[config.mk]
export PLATFORM = sky130hd
export DESIGN_NAME = ila_generator_ml_flat
export DESIGN_NICKNAME = d
export VERILOG_FILES = /design/src/rtl/ila_generator_ml_if.sv /design/src/rtl/ila_generator_ml.sv /design/src/flat_wrapper.sv
export SDC_FILE = /design/constraint.sdc
export NUM_CORES = 1
export LEC_CHECK = 0
export ABC_CLOCK_PERIOD_IN_PS = 9100
export BUFFER_PORTS_ARGS = -buffer_cell sky130_fd_sc_hd__buf_2
export CORE_ASPECT_RATIO = 0.6
export CORE_MARGIN = 5
export CORE_UTILIZATION = 45
export DETAILED_ROUTE_END_ITERATION = 10
export GPL_ROUTABILITY_DRIVEN = 0
export SYNTH_ARGS = -nofsm -noshare
export SYNTH_HDL_FRONTEND = slang
export SYNTH_SLANG_ARGS = --single-unit
[constraint.sdc]
create_clock -name clk -period 9.1 [get_ports clk]
set_input_delay 0 -clock clk [delete_from_list [all_inputs] [get_ports clk]]
set_output_delay 0 -clock clk [all_outputs]
set_load 0.05 [all_outputs]
[src/rtl/ila_generator_ml_if.sv]
// Handshake and config bundle between the SYNC~/CGS controller
// and the JESD204B ILA generator.
interface ila_generator_ml_if #(
   parameter int LANES = 4
);
   logic                 i_seq_start;
   logic                 i_abort;
   logic [4:0]           i_no_frame_de_assertion;
   logic [7:0]           i_ila_mf;
   logic [7:0]           i_DID;
   logic [3:0]           i_BID;
   logic [4:0]           i_LID_base;
   logic                 i_SCR;
   logic [4:0]           i_L;
   logic [7:0]           i_M;
   logic [4:0]           i_N;
   logic [1:0]           i_CS;
   logic [4:0]           i_N_ap;
   logic [7:0]           i_F;
   logic [4:0]           i_K;
   logic [4:0]           i_S;
   logic                 i_HD;
   logic [4:0]           i_CF;
   logic [8*LANES-1:0]   o_data;
   logic [LANES-1:0]     o_k;
   logic                 o_busy;
   logic                 o_seq_end;
   logic                 o_cfg_err;

   modport master (
      output i_seq_start, i_abort, i_no_frame_de_assertion, i_ila_mf,
      output i_DID, i_BID, i_LID_base, i_SCR, i_L, i_M, i_N, i_CS,
      output i_N_ap, i_F, i_K, i_S, i_HD, i_CF,
      input  o_data, o_k, o_busy, o_seq_end, o_cfg_err
   );

   modport slave (
      input  i_seq_start, i_abort, i_no_frame_de_assertion, i_ila_mf,
      input  i_DID, i_BID, i_LID_base, i_SCR, i_L, i_M, i_N, i_CS,
      input  i_N_ap, i_F, i_K, i_S, i_HD, i_CF,
      output o_data, o_k, o_busy, o_seq_end, o_cfg_err
   );
endinterface

[src/rtl/ila_generator_ml.sv]
// JESD204B multi-lane ILA generator: /R/../A/ multiframes with /Q/ and
// link config in multiframe 1; K28.5 whenever no ILA is running.
module ila_generator_ml #(
   parameter int LANES = 4
) (
   input  logic clk,
   input  logic rst,
   ila_generator_ml_if.slave bus
);

   typedef enum logic {IDLE, GEN_ILA} state_t;

   state_t      state_q, state_d;
   logic [7:0]  oct_q, oct_d;
   logic [4:0]  frm_q, frm_d;
   logic [7:0]  mf_q, mf_d;
   logic [7:0]  r_q, r_d;
   logic        cfg_err_q, cfg_err_d;

   logic [7:0]  did_c, m_c, f_c, mfn_c;
   logic [3:0]  bid_c, adjcnt_c;
   logic [4:0]  lidb_c, l_c, n_c, nap_c, k_c, s_c, cf_c;
   logic [1:0]  cs_c;
   logic        scr_c, hd_c, adjdir_c, phadj_c;

   logic [5:0]  kd_in;
   logic [6:0]  dly;
   logic [13:0] fk_in;
   logic [3:0]  adjcnt_in;
   logic        adjdir_in, phadj_in;
   logic        start_ok, cfg_ok;

   logic        last_oct, last_frm, seq_end;
   logic [8:0]  fd_c;
   logic [12:0] p;
   logic [3:0]  c;
   logic        is_r, is_a, is_q, is_cfg;
   logic [7:0]  fchk_base;
   logic [4:0]  lid;
   logic [7:0]  oct;
   logic        kk;

   // Phase adjust: advance when the de-assertion frame is in the first half
   always_comb begin
      kd_in = {1'b0, bus.i_K} + 6'd1;
      dly = {1'b0, kd_in} - {2'b0, bus.i_no_frame_de_assertion};
      fk_in = ({6'b0, bus.i_F} + 14'd1) * {8'b0, kd_in};
      adjcnt_in = '0;
      adjdir_in = 1'b0;
      phadj_in = 1'b0;
      if (bus.i_no_frame_de_assertion != 5'd0) begin
         phadj_in = 1'b1;
         if ({2'b0, bus.i_no_frame_de_assertion} <= dly) begin
            adjcnt_in = (bus.i_no_frame_de_assertion > 5'd15) ?
                        4'd15 : bus.i_no_frame_de_assertion[3:0];
         end else begin
            adjdir_in = 1'b1;
            adjcnt_in = (dly > 7'd15) ? 4'd15 : dly[3:0];
         end
      end
   end

   assign start_ok = bus.i_seq_start && !bus.i_abort;
   assign cfg_ok   = fk_in >= 14'd17;

   assign last_oct = oct_q == f_c;
   assign last_frm = frm_q == k_c;
   assign seq_end  = (state_q == GEN_ILA) && last_oct && last_frm
                     && (mf_q == mfn_c);

   always_ff @(posedge clk or posedge rst) begin
      if (rst) begin
         state_q   <= IDLE;
         oct_q     <= '0;
         frm_q     <= '0;
         mf_q      <= '0;
         r_q       <= '0;
         cfg_err_q <= 1'b0;
         did_c     <= '0;
         bid_c     <= '0;
         lidb_c    <= '0;
         scr_c     <= 1'b0;
         l_c       <= '0;
         m_c       <= '0;
         n_c       <= '0;
         cs_c      <= '0;
         nap_c     <= '0;
         f_c       <= '0;
         k_c       <= '0;
         s_c       <= '0;
         hd_c      <= 1'b0;
         cf_c      <= '0;
         mfn_c     <= '0;
         adjcnt_c  <= '0;
         adjdir_c  <= 1'b0;
         phadj_c   <= 1'b0;
      end else begin
         state_q   <= state_d;
         oct_q     <= oct_d;
         frm_q     <= frm_d;
         mf_q      <= mf_d;
         r_q       <= r_d;
         cfg_err_q <= cfg_err_d;
         if (state_q == IDLE && start_ok && cfg_ok) begin
            did_c    <= bus.i_DID;
            bid_c    <= bus.i_BID;
            lidb_c   <= bus.i_LID_base;
            scr_c    <= bus.i_SCR;
            l_c      <= bus.i_L;
            m_c      <= bus.i_M;
            n_c      <= bus.i_N;
            cs_c     <= bus.i_CS;
            nap_c    <= bus.i_N_ap;
            f_c      <= bus.i_F;
            k_c      <= bus.i_K;
            s_c      <= bus.i_S;
            hd_c     <= bus.i_HD;
            cf_c     <= bus.i_CF;
            mfn_c    <= bus.i_ila_mf;
            adjcnt_c <= adjcnt_in;
            adjdir_c <= adjdir_in;
            phadj_c  <= phadj_in;
         end
      end
   end

   always_comb begin
      state_d   = state_q;
      oct_d     = oct_q;
      frm_d     = frm_q;
      mf_d      = mf_q;
      r_d       = r_q;
      cfg_err_d = cfg_err_q;
      unique case (state_q)
         IDLE: begin
            if (start_ok) begin
               if (cfg_ok) begin
                  state_d   = GEN_ILA;
                  cfg_err_d = 1'b0;
               end else begin
                  cfg_err_d = 1'b1;
               end
            end
         end
         GEN_ILA: begin
            if (bus.i_abort || seq_end) begin
               state_d = IDLE;
               oct_d   = '0;
               frm_d   = '0;
               mf_d    = '0;
               r_d     = '0;
            end else begin
               r_d = r_q + 8'd1;
               if (last_oct) begin
                  oct_d = '0;
                  if (last_frm) begin
                     frm_d = '0;
                     mf_d  = mf_q + 8'd1;
                  end else begin
                     frm_d = frm_q + 5'd1;
                  end
               end else begin
                  oct_d = oct_q + 8'd1;
               end
            end
         end
      endcase
   end

   assign fd_c   = {1'b0, f_c} + 9'd1;
   assign p      = {8'b0, frm_q} * {4'b0, fd_c} + {5'b0, oct_q};
   assign c      = p[3:0] - 4'd2;
   assign is_r   = (oct_q == 8'd0) && (frm_q == 5'd0);
   assign is_a   = last_oct && last_frm;
   assign is_q   = (mf_q == 8'd1) && (p == 13'd1);
   assign is_cfg = (mf_q == 8'd1) && (p >= 13'd2) && (p <= 13'd15);

   // FCHK minus the lane-specific LID term; SUBCLASSV and JESDV are both 1
   assign fchk_base = did_c + {4'b0, bid_c} + {4'b0, adjcnt_c}
                    + {7'b0, phadj_c} + {7'b0, adjdir_c} + {3'b0, l_c}
                    + {7'b0, scr_c} + f_c + {3'b0, k_c} + m_c
                    + {3'b0, n_c} + {6'b0, cs_c} + {3'b0, nap_c}
                    + {3'b0, s_c} + {3'b0, cf_c} + {7'b0, hd_c} + 8'd2;

   function automatic logic [7:0] cfg_octet(input logic [3:0] ci,
                                            input logic [4:0] li);
      logic [7:0] v;
      v = 8'h00;
      unique case (ci)
         4'd0:    v = did_c;
         4'd1:    v = {adjcnt_c, bid_c};
         4'd2:    v = {1'b0, adjdir_c, phadj_c, li};
         4'd3:    v = {scr_c, 2'b00, l_c};
         4'd4:    v = f_c;
         4'd5:    v = {3'b000, k_c};
         4'd6:    v = m_c;
         4'd7:    v = {cs_c, 1'b0, n_c};
         4'd8:    v = {3'd1, nap_c};
         4'd9:    v = {3'd1, s_c};
         4'd10:   v = {hd_c, 2'b00, cf_c};
         4'd13:   v = fchk_base + {3'b0, li};
         default: v = 8'h00;
      endcase
      return v;
   endfunction

   always_comb begin
      bus.o_data = '0;
      bus.o_k    = '0;
      lid = '0;
      oct = 8'hBC;
      kk  = 1'b1;
      for (int i = 0; i < LANES; i++) begin
         lid = lidb_c + 5'(i);
         oct = 8'hBC;
         kk  = 1'b1;
         if (state_q == GEN_ILA) begin
            unique case (1'b1)
               is_r:    oct = 8'h1C;
               is_a:    oct = 8'h7C;
               is_q:    oct = 8'h9C;
               is_cfg: begin
                  oct = cfg_octet(c, lid);
                  kk  = 1'b0;
               end
               default: begin
                  oct = r_q;
                  kk  = 1'b0;
               end
            endcase
         end
         bus.o_data[8*i +: 8] = oct;
         bus.o_k[i] = kk;
      end
   end

   assign bus.o_busy    = state_q == GEN_ILA;
   assign bus.o_seq_end = seq_end;
   assign bus.o_cfg_err = cfg_err_q;

endmodule

[src/flat_wrapper.sv]
// flat-port wrapper written by rule: the top's interface ports become plain ports
module ila_generator_ml_flat 
#(
   parameter int LANES = 4
)
  (clk, rst, bus_i_seq_start, bus_i_abort, bus_i_no_frame_de_assertion, bus_i_ila_mf, bus_i_DID, bus_i_BID, bus_i_LID_base, bus_i_SCR, bus_i_L, bus_i_M, bus_i_N, bus_i_CS, bus_i_N_ap, bus_i_F, bus_i_K, bus_i_S, bus_i_HD, bus_i_CF, bus_o_data, bus_o_k, bus_o_busy, bus_o_seq_end, bus_o_cfg_err);
  ila_generator_ml_if #(.LANES(LANES)) bus_i ();
  input  logic clk;
  input  logic rst;
  input wire logic [$bits(bus_i.i_seq_start)-1:0] bus_i_seq_start;
  input wire logic [$bits(bus_i.i_abort)-1:0] bus_i_abort;
  input wire logic [$bits(bus_i.i_no_frame_de_assertion)-1:0] bus_i_no_frame_de_assertion;
  input wire logic [$bits(bus_i.i_ila_mf)-1:0] bus_i_ila_mf;
  input wire logic [$bits(bus_i.i_DID)-1:0] bus_i_DID;
  input wire logic [$bits(bus_i.i_BID)-1:0] bus_i_BID;
  input wire logic [$bits(bus_i.i_LID_base)-1:0] bus_i_LID_base;
  input wire logic [$bits(bus_i.i_SCR)-1:0] bus_i_SCR;
  input wire logic [$bits(bus_i.i_L)-1:0] bus_i_L;
  input wire logic [$bits(bus_i.i_M)-1:0] bus_i_M;
  input wire logic [$bits(bus_i.i_N)-1:0] bus_i_N;
  input wire logic [$bits(bus_i.i_CS)-1:0] bus_i_CS;
  input wire logic [$bits(bus_i.i_N_ap)-1:0] bus_i_N_ap;
  input wire logic [$bits(bus_i.i_F)-1:0] bus_i_F;
  input wire logic [$bits(bus_i.i_K)-1:0] bus_i_K;
  input wire logic [$bits(bus_i.i_S)-1:0] bus_i_S;
  input wire logic [$bits(bus_i.i_HD)-1:0] bus_i_HD;
  input wire logic [$bits(bus_i.i_CF)-1:0] bus_i_CF;
  output wire logic [$bits(bus_i.o_data)-1:0] bus_o_data;
  output wire logic [$bits(bus_i.o_k)-1:0] bus_o_k;
  output wire logic [$bits(bus_i.o_busy)-1:0] bus_o_busy;
  output wire logic [$bits(bus_i.o_seq_end)-1:0] bus_o_seq_end;
  output wire logic [$bits(bus_i.o_cfg_err)-1:0] bus_o_cfg_err;
  assign bus_i.i_seq_start = bus_i_seq_start;
  assign bus_i.i_abort = bus_i_abort;
  assign bus_i.i_no_frame_de_assertion = bus_i_no_frame_de_assertion;
  assign bus_i.i_ila_mf = bus_i_ila_mf;
  assign bus_i.i_DID = bus_i_DID;
  assign bus_i.i_BID = bus_i_BID;
  assign bus_i.i_LID_base = bus_i_LID_base;
  assign bus_i.i_SCR = bus_i_SCR;
  assign bus_i.i_L = bus_i_L;
  assign bus_i.i_M = bus_i_M;
  assign bus_i.i_N = bus_i_N;
  assign bus_i.i_CS = bus_i_CS;
  assign bus_i.i_N_ap = bus_i_N_ap;
  assign bus_i.i_F = bus_i_F;
  assign bus_i.i_K = bus_i_K;
  assign bus_i.i_S = bus_i_S;
  assign bus_i.i_HD = bus_i_HD;
  assign bus_i.i_CF = bus_i_CF;
  assign bus_o_data = bus_i.o_data;
  assign bus_o_k = bus_i.o_k;
  assign bus_o_busy = bus_i.o_busy;
  assign bus_o_seq_end = bus_i.o_seq_end;
  assign bus_o_cfg_err = bus_i.o_cfg_err;
  ila_generator_ml #(.LANES(LANES)) u_core (.clk(clk), .rst(rst), .bus(bus_i));
endmodule
==> out/results.txt <==
Cell Area, Synth - 0.0129 mm²
Req. time, crit path - 9.10 ns
Setup TNS - 0 ns
core area - 0.0279 mm²
final wirelength - 36600 µm
row count - 47
root buffer cell - clkbuf_16
met1 usage - 36.6%
cts bufs inserted - 9
H-tree levels - 3
Finished Core Util - 53.0%
final setup vio count - 0
met3 usage in global routing - 4.94%
Post-Syn Nets - 1667
Fillers - 2551
met2 Resource Use GR - 32.7%
vias in the first global route - 10427
Min-Delay Path Class - in2reg
WS Path Type - reg2out
distinct cell type count after synthesis - 84
syn_area_per_cell - 9.38 µm²
Worst Tran Pin Value - 1.16 ns
fraction of registers with async set/reset - 100%
crit end category - primary output
Slew HR - 22.6%
slowest stage delay, CP - 0.64 ns
WHS - 0.0680 ns
share of cells above drive strength 1 - 16.3%
clock period minus worst slack - 7.37 ns
Placement Setup Slack - 2.35 ns
busiest grt layer - met1
setup slack, reg-to-reg - 5.45 ns
antenna violations before repair - 1
Main synth FF type - dfrtp_1
CP arrival - 7.37 ns
Worst-path clk slew - 0.08 ns
Critical Path Start Type - flop
DR vias/cell - 5.51
PortBufs - 122
Final Max Tran Viols - 0
outcome - complete, no violations
post-synthesis register bit count - 112
die area - 0.0322 mm²
drt pass-1 iters - 5
post-DP HPWL - 29500 µm
CP max-delay cell - dfrtp_1
remaining antenna violation count - 0
Initial Util - 46.1%
Layout area overhead - 14.9%
width of the die - 228 µm
CTS tree - built
number of synthesized flops with an enable pin - 0
GR Util All Layers - 23.2%
Gate Count Post-Synth - 1370
Nets - 1828
Max-Cap Viols - 0
Clock Sinks - 112
# DRC - 0
Synth Warn # - 0
DIE HEIGHT - 141 µm
Skew-Pair Late Insertion Delay - 0.37 ns
initial drt markers - 953
critical-path cell list - nand3_1 > nor3_1 > and3_1 > xor2_1 > nand2_1 > fa_1 > inv_1 > fa_1 > inv_1 > fa_1 > inv_1 > ha_1 > a21oi_1 > a2111o_1 > a2111oi_0 > o2111ai_1 > or3_1 > o21ai_0 > buf_2
RSZ-0062 raised after global routing - false
wire per inst - 19.2 µm
clk_skew - 0.00949 ns
PostCTS Resize Cnt - 0
io pins - 123
Max Root-Sink Buffers - 2
total global routing overflow - 0
Fmax achieved - 136 MHz
first-pass GRT wire length - 59400 µm
largest net degree at the start of global routing - 67
setup ws final - 1.73 ns
Crit Path Max Fanout - 8
Final Hold Vio Count - 0
sequential area share after synthesis - 21.8%
fin crit share - 81.0%
vias post-DR - 10482
## Yosys cell counts, types with 7 or more instances
cell	number	share of area [%]
a31oi_1	9	0.44
nor3_1	14	0.55
nand3_1	32	1.2
o21a_1	10	0.58
a21o_1	15	0.88
dfrtp_1	112	22
fa_1	110	17
o31ai_1	8	0.47
xnor2_1	48	3.3
a22oi_1	7	0.41
nand4_1	12	0.58
inv_1	193	5.6
o22ai_1	8	0.39
o21ai_0	66	2.6
a221oi_1	13	0.89
buf_6	7	0.61
and3_1	9	0.44
nor2_1	69	2.0
nor4_1	14	0.68
mux2_4	39	4.6
a21oi_1	49	1.9
ha_1	103	10
xor2_1	56	3.8
mux2_2	41	3.6
nor2b_1	22	1.1
nand2_1	114	3.3
mux2i_1	12	0.93
clkbuf_1	32	0.93
o21ai_1	14	0.55
and2_1	23	1.1
## worst paths after layout
check,start,end,depth (start not counted)
worst max-delay path,u_core.f_c[2],bus_o_data[24],19
worst min register to register,u_core.cs_c[0],u_core.cs_c[0],1
worst min-delay path,bus_i_F[0],u_core.f_c[0],2
worst max register to register,u_core.f_c[2],u_core.mf_q[5],7
max in group asynchronous,rst,u_core.m_c[3],4
min in group asynchronous,rst,u_core.mfn_c[5],3
## placed cells by master, fill, tap and decap left out, drive strengths merged, types with 23 or more instances in the layout
cell type    count
xnor2           48
nand3           33
and2            23
dlygate4sd3     74
ha             103
inv            198
buf            128
nand2          114
xor2            56
a21oi           52
mux2            80
nor2            70
dfrtp          112
o21ai           81
nor2b           23
fa             110
## cells by family after synthesis
logic type / after synthesis / synth area share (%)
AOI/OAI and AO/OA: 260 / 13.5
xor gates and xnor gates: 105 / 7.26
adders and majority gates: 213 / 27.2
buffers and inverters: 246 / 7.83
DFF: 112 / 21.8
muxes: 94 / 9.43
and+or+nand+nor: 340 / 13.0
## through the flow
stage | instances | instance area (µm²)
6_report | 1904 | 14800
5_1_grt | 1904 | 14800
2_1_floorplan | 1370 | 12900
3_5_place_dp | 1813 | 13700
4_1_cts | 1903 | 14800
3_3_place_gp | 1813 | 13700
## cell type report
class	count	area [µm²]	share of cell area (%)
diodes	1	2.50	0.0169
clock buffers	9	225	1.53
clock inverters	7	83.8	0.568
inverters	194	731	4.95
multi-input cells	1012	9060	61.4
flip-flops and latches	112	2800	19.0
well taps	367	459	3.11
repair buffers	202	1400	9.46
## routing by layer
layer,wire length [µm],up-vias,part of all wire (%)
li1,-,4957,-
met1,18700,5143,51
met2,14800,343,40
met3,2560,39,7.0
met4,550,0,1.5
met5,0,-,0
## sequential cells by signal, indices dropped and copies added (netlist names), 2 cells and up
name             count
u_core.did_c         8
u_core.f_c           8
u_core.m_c           8
u_core.mf_q          8
u_core.mfn_c         8
u_core.oct_q         8
u_core.r_q           8
u_core.cf_c          5
u_core.frm_q         5
u_core.k_c           5
u_core.l_c           5
u_core.lidb_c        5
u_core.n_c           5
u_core.nap_c         5
u_core.s_c           5
u_core.adjcnt_c      4
u_core.bid_c         4
u_core.cs_c          2
## timing repair
item | in CTS | in global routing
hold buffers | 74 | 0
buffers inserted | 0 | 0
hold endpoints to repair | 119 | 0
## worst max-delay path, delay by kind of cell (launching register included)
kind	cells	cell delay, ns
compound gates	5	1.99
simple gates	5	1.52
xor+xnor	1	0.40
buf+inv	4	0.52
flops	1	0.64
fa+ha+maj	4	1.90
Power is left out: the tool's default activity adds up to more than one toggle a clock period on the data nets, which glitch-free logic cannot reach.
